--- config.mk ---
export PLATFORM = sky130hd
export DESIGN_NAME = gng_noise_sched
export DESIGN_NICKNAME = d
export VERILOG_FILES = /design/src/rtl/gng_sched_pkg.sv /design/src/rtl/gng_sched_fifo.sv /design/src/rtl/gng_noise_sched.sv
export SDC_FILE = /design/constraint.sdc
export NUM_CORES = 1
export LEC_CHECK = 0
export ABC_AREA = 1
export CORE_MARGIN = 4
export CORE_UTILIZATION = 35
export DETAILED_ROUTE_END_ITERATION = 10
export HOLD_SLACK_MARGIN = 0.15
export MAX_ROUTING_LAYER = met4
export PLACE_DENSITY = 0.58
export SKIP_CTS_REPAIR_TIMING = 1
export SLEW_MARGIN = 15
export SYNTH_ARGS = -nofsm -noshare
export SYNTH_HDL_FRONTEND = slang
export SYNTH_SLANG_ARGS = --single-unit
--- constraint.sdc ---
create_clock -name clk -period 4.1 [get_ports clk]
set_input_delay 1.025 -clock clk [delete_from_list [all_inputs] [get_ports clk]]
set_output_delay 1.025 -clock clk [all_outputs]
set_load 0.01 [all_outputs]
--- src/rtl/gng_sched_pkg.sv ---
// Shared types and sizing helpers for the Gaussian noise sample scheduler.
package gng_sched_pkg;

  // Scheduler FSM states.
  typedef enum logic [1:0] {
    IDLE   = 2'd0,
    GRANT  = 2'd1,
    STREAM = 2'd2
  } state_t;

  // Generator sample width, s<16,11> carried in a 32-bit word.
  localparam int SAMPLE_W = 32;

  // Width of a counter that must be able to hold the value 'depth'.
  function automatic int cnt_width(input int depth);
    return $clog2(depth) + 1;
  endfunction

endpackage

--- src/rtl/gng_sched_fifo.sv ---
// Sample buffer between the noise generator and the granted requester.
// The caller guarantees push only when not full and pop only when not empty.
module gng_sched_fifo
  import gng_sched_pkg::*;
#(
  parameter int DEPTH = 8,
  parameter int W     = SAMPLE_W,
  localparam int CNT_W = cnt_width(DEPTH),
  localparam int AW    = $clog2(DEPTH)
) (
  input  logic             clk,
  input  logic             rstn,
  input  logic             push,
  input  logic             pop,
  input  logic [W-1:0]     din,
  output logic [W-1:0]     head,
  output logic [CNT_W-1:0] count
);

  logic [W-1:0]  mem [DEPTH];
  logic [AW-1:0] wr_ptr;
  logic [AW-1:0] rd_ptr;

  // Pointer and occupancy bookkeeping; push and pop together leave count unchanged.
  always_ff @(posedge clk or negedge rstn) begin
    if (!rstn) begin
      wr_ptr <= '0;
      rd_ptr <= '0;
      count  <= '0;
    end else begin
      if (push) wr_ptr <= wr_ptr + AW'(1);
      if (pop)  rd_ptr <= rd_ptr + AW'(1);
      case ({push, pop})
        2'b10:   count <= count + CNT_W'(1);
        2'b01:   count <= count - CNT_W'(1);
        default: count <= count;
      endcase
    end
  end

  // Storage array; no reset needed since occupancy gates every read.
  always_ff @(posedge clk) begin
    if (push) mem[wr_ptr] <= din;
  end

  assign head = mem[rd_ptr];

endmodule

--- src/rtl/gng_noise_sched.sv ---
// Shares one Gaussian noise generator between NUM_REQ requesters.
// The generator is prefetched with credits so the FIFO fills even while idle;
// requesters are granted round-robin and receive bursts of req_len samples.
//
// Handshakes: a sample transfers on a clock edge where out_valid and out_ready
// are both high. out_valid never depends on out_ready, and once out_valid is
// high out_data/out_id/out_last hold until that transfer happens. req_ready is
// a one-cycle pulse that accepts the request regardless of later req_valid.
module gng_noise_sched
  import gng_sched_pkg::*;
#(
  parameter int NUM_REQ    = 4,
  parameter int FIFO_DEPTH = 8,
  parameter int LEN_W      = 12,
  localparam int ID_W  = $clog2(NUM_REQ),
  localparam int CNT_W = cnt_width(FIFO_DEPTH)
) (
  input  logic                     clk,
  input  logic                     rstn,
  input  logic [NUM_REQ-1:0]       req_valid,
  input  logic [NUM_REQ*LEN_W-1:0] req_len,
  output logic [NUM_REQ-1:0]       req_ready,
  output logic                     gng_ce,
  input  logic                     gng_valid,
  input  logic [SAMPLE_W-1:0]      gng_data,
  output logic                     out_valid,
  input  logic                     out_ready,
  output logic [SAMPLE_W-1:0]      out_data,
  output logic [ID_W-1:0]          out_id,
  output logic                     out_last,
  output logic                     busy,
  output logic                     ovf
);

  state_t             state_q;
  logic [ID_W-1:0]    grant_id_q;
  logic [ID_W-1:0]    rr_ptr_q;
  logic [ID_W-1:0]    out_id_q;
  logic [LEN_W-1:0]   rem_q;
  logic [CNT_W-1:0]   inflight_q;
  logic [CNT_W-1:0]   fifo_count;
  logic [SAMPLE_W-1:0] fifo_head;
  logic               run_q;
  logic               ovf_q;

  logic               fifo_full;
  logic               fifo_push;
  logic               hs;
  logic               pick_found;
  logic [ID_W-1:0]    pick_id;
  logic [LEN_W-1:0]   pick_len;

  assign fifo_full = (fifo_count == CNT_W'(FIFO_DEPTH));
  assign fifo_push = gng_valid & ~fifo_full;
  assign hs        = out_valid & out_ready;

  // Credit check: never ask for more samples than the FIFO can hold.
  // run_q keeps the enable low while reset is asserted.
  assign gng_ce = run_q &
                  (({1'b0, fifo_count} + {1'b0, inflight_q}) < (CNT_W + 1)'(FIFO_DEPTH));

  gng_sched_fifo #(
    .DEPTH (FIFO_DEPTH),
    .W     (SAMPLE_W)
  ) u_fifo (
    .clk   (clk),
    .rstn  (rstn),
    .push  (fifo_push),
    .pop   (hs),
    .din   (gng_data),
    .head  (fifo_head),
    .count (fifo_count)
  );

  // Round-robin search starting just after the last granted requester.
  always_comb begin
    logic [ID_W-1:0] idx;
    pick_found = 1'b0;
    pick_id    = '0;
    idx        = '0;
    for (int k = 1; k <= NUM_REQ; k++) begin
      idx = ID_W'((int'(rr_ptr_q) + k) % NUM_REQ);
      if (!pick_found && req_valid[idx]) begin
        pick_found = 1'b1;
        pick_id    = idx;
      end
    end
  end

  assign pick_len = req_len[int'(pick_id)*LEN_W +: LEN_W];

  // Outstanding generator requests; the generator answers each ce exactly once.
  always_ff @(posedge clk or negedge rstn) begin
    if (!rstn) begin
      inflight_q <= '0;
      run_q      <= 1'b0;
      ovf_q      <= 1'b0;
    end else begin
      run_q <= 1'b1;
      case ({gng_ce, gng_valid})
        2'b10:   inflight_q <= inflight_q + CNT_W'(1);
        2'b01:   inflight_q <= inflight_q - CNT_W'(1);
        default: inflight_q <= inflight_q;
      endcase
      if (gng_valid && fifo_full) ovf_q <= 1'b1;
    end
  end

  // Arbitration and burst FSM.
  always_ff @(posedge clk or negedge rstn) begin
    if (!rstn) begin
      state_q    <= IDLE;
      grant_id_q <= '0;
      rr_ptr_q   <= ID_W'(NUM_REQ - 1);
      out_id_q   <= '0;
      rem_q      <= '0;
    end else begin
      case (state_q)
        IDLE: begin
          if (pick_found) begin
            grant_id_q <= pick_id;
            rem_q      <= pick_len;
            state_q    <= GRANT;
          end
        end
        GRANT: begin
          rr_ptr_q <= grant_id_q;
          if (rem_q == '0) begin
            state_q <= IDLE;
          end else begin
            out_id_q <= grant_id_q;
            state_q  <= STREAM;
          end
        end
        STREAM: begin
          if (hs) begin
            rem_q <= rem_q - LEN_W'(1);
            if (rem_q == LEN_W'(1)) state_q <= IDLE;
          end
        end
        default: state_q <= IDLE;
      endcase
    end
  end

  assign req_ready = (state_q == GRANT) ? (NUM_REQ'(1) << grant_id_q) : '0;
  assign out_valid = (state_q == STREAM) && (fifo_count != '0);
  assign out_last  = (state_q == STREAM) && (rem_q == LEN_W'(1));
  assign out_data  = out_valid ? fifo_head : '0;
  assign out_id    = out_id_q;
  assign busy      = (state_q != IDLE);
  assign ovf       = ovf_q;

endmodule

Yosys cells after proc, flatten, opt, wreduce, memory -nomap -nowiden
Memories as Yosys holds them, arrays and structs flattened.
Index checks and enable logic that the tools add are counted.
W data, S select, Z words.

storage, ports and cells
  register bits after elaboration = 36
  output and inout port bits = 43
  input port bits = 88
  memories kept = 1
  bits in writable memories = 256

operators by class
  order comparisons = 5
  add/sub/neg operators = 12
  equality and inequality tests = 11
  mux-type cells = 30
  shift operators = 2
  reduce and logical (&&, ||, !) cells = 20
  multipliers = 1
  bitwise logic cells = 5

memories
  name        words  bits a word  rd ports  clocked after Yosys merged registers in  wr ports  RTL line              source
  u_fifo.mem  8      32           1         0                                        1         gng_sched_fifo.sv:20  logic [W-1:0] mem [DEPTH];

operators by type and width
  operator                 count
  $shiftx A48 B7 Y12       1
  $mux W32                 1
  $mux W12                 2
  $pmux W12 S2             1
  $mux W2                  8
  $pmux W4 S2              2
  $eq A12 B1 Y1 const B    1
  $logic_not A12 Y1        1
  $lt A2 B3 Y1 const B     4
  $sub A12 B1 Y12 const B  1
  $mux W1                  10
  $add A4 B1 Y4 const B    2
  $bmux W1 S2              4
  $reduce_bool A2 Y1       4
  $sub A4 B1 Y4 const B    2
  $add A3 B1 Y3 const B    2
  $eq A2 B1 Y1 const B     3
  $eq A2 B2 Y1 const B     3
  $logic_and A1 B1 Y1      6
  $pmux W2 S3              1
  $reduce_and A3 Y1        2
  $add A4 B4 Y5            1
  $lt A5 B4 Y1 const B     1
  $add A2 B1 Y2 const B    2
  other kinds (13)         21

Depth between registers and ports, before layout
  depth after elaboration = 17
  gate-level depth with buffers = 16

By module
A second synthesis with hierarchy kept.

second synthesis, totals
  cell total of the unflattened synthesis = 1253
  area total of the unflattened synthesis = 13390.3 sq um

by module, submodules not included
  module           area each (sq um)  times used  cells each  sequential area each (sq um)
  gng_sched_fifo   10585.2            1           798         7937.6
  gng_noise_sched  2805.2             1           455         653.1

Least setup slack after synthesis
No wires, ideal clock.

  path type = input to register
  from = input gng_valid
  to = memory u_fifo.mem[0][0] (netlist name) (enable)
  setup slack = 566 ps
  stages = 5
  required time = 3679 ps
  buffers on the path = 0
  arrival time = 3113 ps
  cell sequence = inv_1 a31oi_1 inv_1 or2_2 nor2_1

on the way
  word-level cells in the longest chain between the ends = 3

ends and longest elaborated chain
  item                           RTL line               source
  start, declared                gng_noise_sched.sv:24  input logic gng_valid,
  $and A1 B1 Y1                  gng_noise_sched.sv:54  assign fifo_push = gng_valid & ~fifo_full;
  $mux W1                        gng_sched_fifo.sv:43   if (push) mem[wr_ptr] <= din;
  $mux W1 (implied by the code)  gng_sched_fifo.sv:43
  end, declared                  gng_sched_fifo.sv:20

Every way passes these cells.

Worst setup path after layout
  from = register u_fifo.rd_ptr[0]
  to = output out_data[23]

on the way
  word-level cells in the longest chain between the ends = 2

ends and longest elaborated chain
  item                    RTL line                source
  start, declared         gng_sched_fifo.sv:22    logic [AW-1:0] rd_ptr;
  start signal, assigned  gng_sched_fifo.sv:32    if (pop) rd_ptr <= rd_ptr + AW'(1);
  $mem_v2 Z8 W32          -
  $mux W32                gng_noise_sched.sv:149  assign out_data = out_valid ? fifo_head : '0;
  end, declared           gng_noise_sched.sv:28   output logic [SAMPLE_W-1:0] out_data,

Every way passes these cells.

==> flow_summary.json <==
{
  "slowest_delay_ps": 610,
  "postSynth.asyncResetShare_pct": 12.3,
  "synthFlopType": "edfxtp_1",
  "cap_viol_max_count": 0,
  "worst_setup_hold_path_clk_slew_ps": 60,
  "share_of_the_synthesized_area_in_compound_gates_ao_oa_aoi_oai_pct": 11.9,
  "irDropWorstVdd_v": 0.000350,
  "layout-drive-gt1-share_pct": 8.60,
  "synth.top_cells.by_area": "edfxtp_1, o21ai_0, nor2_1",
  "wire_per_inst_um": 17.2,
  "startpoint_class_of_the_critical_path": "flop",
  "dominant_combinational_cell_family_by_area_after_synthesis": "simple AND/OR/NAND/NOR gates",
  "grt_start_max_net_pins": 68,
  "drt-total-wl_um": 30700,
  "final_util_pct": 43.7,
  "hold_viol": 0,
  "grt_antenna_before_repair": 1,
  "critical_path.startpoint": "u_fifo.rd_ptr[0]",
  "grt_util_all_layers_pct": 15.5,
  "synth.cell_area_um2": 12800,
  "data_arrival_time_of_the_worst_path_ps": 2870,
  "count_of_clock_tree_sinks": 292,
  "slowest_stage_cell_crit_path": "clkdlybuf4s50_1",
  "critPathTopFamily": "buffers and inverters",
  "rsz0062_at_grt": "no",
  "die_height_um": 199,
  "critical_path_required_ps": 3070,
  "crit_chain": "inv_4, buf_12, o21ai_0, o22ai_1, o21ai_0, a31oi_1, clkdlybuf4s50_1",
  "final_design_area_no_fill_um2": 15700,
  "drt_pass1_iterations": 7,
  "placement_rows": 69,
  "port_buffers": 130,
  "placeable_core_area_um2": 35800,
  "placedInstanceArea_um2": 14700,
  "post-layout-total-power_mw": 11.5,
  "drcViolationCount": 0,
  "power.density_nw_per_um2": 732,
  "htree_levels": 1,
  "yosys.cell_count.top_type": "edfxtp_1",
  "finalSetupViolCount": 0,
  "hp-start": "inflight_q[3]",
  "path_class": "flop to primary output",
  "insertion_delay_ps": 560,
  "effective_utilization_at_floorplan_pct": 35.7,
  "ys_seq_elements": 292,
  "max-slew-margin-rel_pct": 42.5,
  "timing.fmax_mhz": 257,
  "synthXorXnorAreaFrac_pct": 0.617,
  "synthesis.area_per_instance_um2": 10.9,
  "worst_path_most_repeated_cell": "o21ai_0",
  "cts_made_buffers": 30,
  "io_pins": 131,
  "fillerInstances": 3306,
  "dieWidth_um": 199,
  "grt_pass1_vias": 8608,
  "path_max_fanout": 58,
  "yosysWarningCount": 0,
  "crit-reg2reg-launch": "u_fifo.count[1]",
  "drt-initial-drc-count": 554,
  "yosys.area.top_type_share_pct": 60.1,
  "ant_nets": 0,
  "worst_pin_slew_ps": 863,
  "route.vias.total": 8885,
  "worst_clock_skew_ps": 16.7,
  "place.detailed.hpwl_um": 18800,
  "final.period_utilization_pct": 94.9,
  "share_of_the_yosys_chip_area_belonging_to_registers_pct": 67.2,
  "worst_setup_path_end_kind": "primary output",
  "run_status": "finished, final reports clean",
  "adder_cell_share_of_the_synthesized_area_pct": 1.59,
  "finalWeightedCongestion": 0.863,
  "finish.net_count": 1407,
  "globalRoute.totalOverflow": 0,
  "netlist_top_cells_count": "edfxtp_1, nor2_1, o21ai_0, nand2_1, inv_1",
  "synthesis.nets": 1278,
  "clock_tree.buffer_depth": 3,
  "synth-edff-count": 256,
  "post_detailed_route_via_to_cell_ratio": 4.97,
  "synthesis.instances": 1175,
  "post-synth-top-area-cell": "edfxtp_1",
  "grt_pass1_wl_um": 47900,
  "dieArea_um2": 39600,
  "p_leak_nw": 5.64,
  "synthMuxAreaShare_pct": 0.0881,
  "total_buffers_and_inverters_traversed_by_the_critical_path": 3,
  "tritoncts_clock_tree": "yes",
  "simple_gate_share_of_the_synthesized_area_pct": 13.9,
  "dpl.cell_count": 1730,
  "timing_max_transition_violations_final": 0,
  "root_buffer": "clkbuf_16",
  "finalCriticalPeriod_ps": 3890,
  "synth.distinct_cells": 40,
  "area_growth_from_synthesis_to_layout_pct": 22.6,
  "layoutNonFillerInstCount": 1788,
  "min-delay-path-class": "flop to flop"
}
[per-stage QoR]
step                worst slack, ps  setup TNS, ps  hold WS, ps
finish                          209              0          482
global route                   21.1              0          501
CTS                           -12.6          -12.6          486
detailed placement              569              0          475
global placement                607              0          471
floorplan                       566              0          451
[power breakdown]
| part | leakage [nW] | internal (mW) | switching (mW) | total (mW) |
|---|---|---|---|---|
| clock | 0.432 | 1.40 | 1.09 | 2.49 |
| sequential | 2.74 | 3.83 | 0.233 | 4.06 |
| combinational | 2.46 | 1.77 | 3.15 | 4.92 |
[flip-flops by register name, indices dropped and copies added (netlist names)]
name           count
u_fifo.rd_ptr      3
rr_ptr_q           2
state_q            2
u_fifo.count       4
ovf                1
out_id             2
u_fifo.wr_ptr      3
grant_id_q         2
inflight_q         4
rem_q             12
run_q              1
u_fifo.mem       256
[cell families (layout without fill, tap and decap cells)]
kind of cell               count (synthesis)  after routing
AOI/OAI and AO/OA                        278            278
xor gates and xnor gates                   9              9
adders and majority gates                 15             15
buffers and inverters                    147            298
DFF                                      292            292
muxes                                      1              1
other                                      1              2
and+or+nand+nor                          432            432
[final timing paths]
check,endpoint,slack [ps],depth (start not counted)
worst min-delay path,inflight_q[3],480,1
worst max-delay path,out_data[23],210,7
max in group asynchronous,u_fifo.rd_ptr[0],2870,1
worst min register to register,inflight_q[3],480,1
worst max register to register,u_fifo.count[3],1310,14
min in group asynchronous,inflight_q[2],600,1
[per-layer routing]
layer / track usage, % / vias up / part of all wire [%]
li1: - / 4372 / -
met1: 21.8 / 4266 / 47
met2: 24.2 / 205 / 46
met3: 2.33 / 42 / 5.1
met4: 3.27 / 0 / 1.7
met5: - / - / 0
[placed cells by master, fill, tap and decap left out, types with 7 or more instances in the layout]
master / netlist / routed
nor2_4: 2 / 10
nand2_1: 117 / 117
a31oi_1: 34 / 34
buf_4: 3 / 22
clkbuf_1: 53 / 9
a21oi_2: 7 / 7
clkinv_1: 0 / 7
o22ai_1: 32 / 32
nor2_1: 234 / 226
ha_1: 13 / 13
nand3_1: 56 / 56
dfrtp_1: 34 / 32
clkdlybuf4s50_1: 0 / 129
clkbuf_16: 0 / 30
nand2_2: 7 / 7
edfxtp_1: 256 / 256
inv_1: 78 / 75
o21ai_0: 178 / 178
a21oi_1: 14 / 14
[final cells by class]
type                    instances  area [um2]  share of cell area [%]
diodes                          1        2.50                  0.0160
repair buffers                161        1620                    10.3
clock buffers                  39         785                    5.01
inverters                      83         317                    2.02
well taps                     461         577                    3.68
multi-input cells             736        3670                    23.4
clock inverters                15         105                   0.671
flip-flops and latches        292        8600                    54.9
Note: power is estimated with default switching activity, not from simulation.
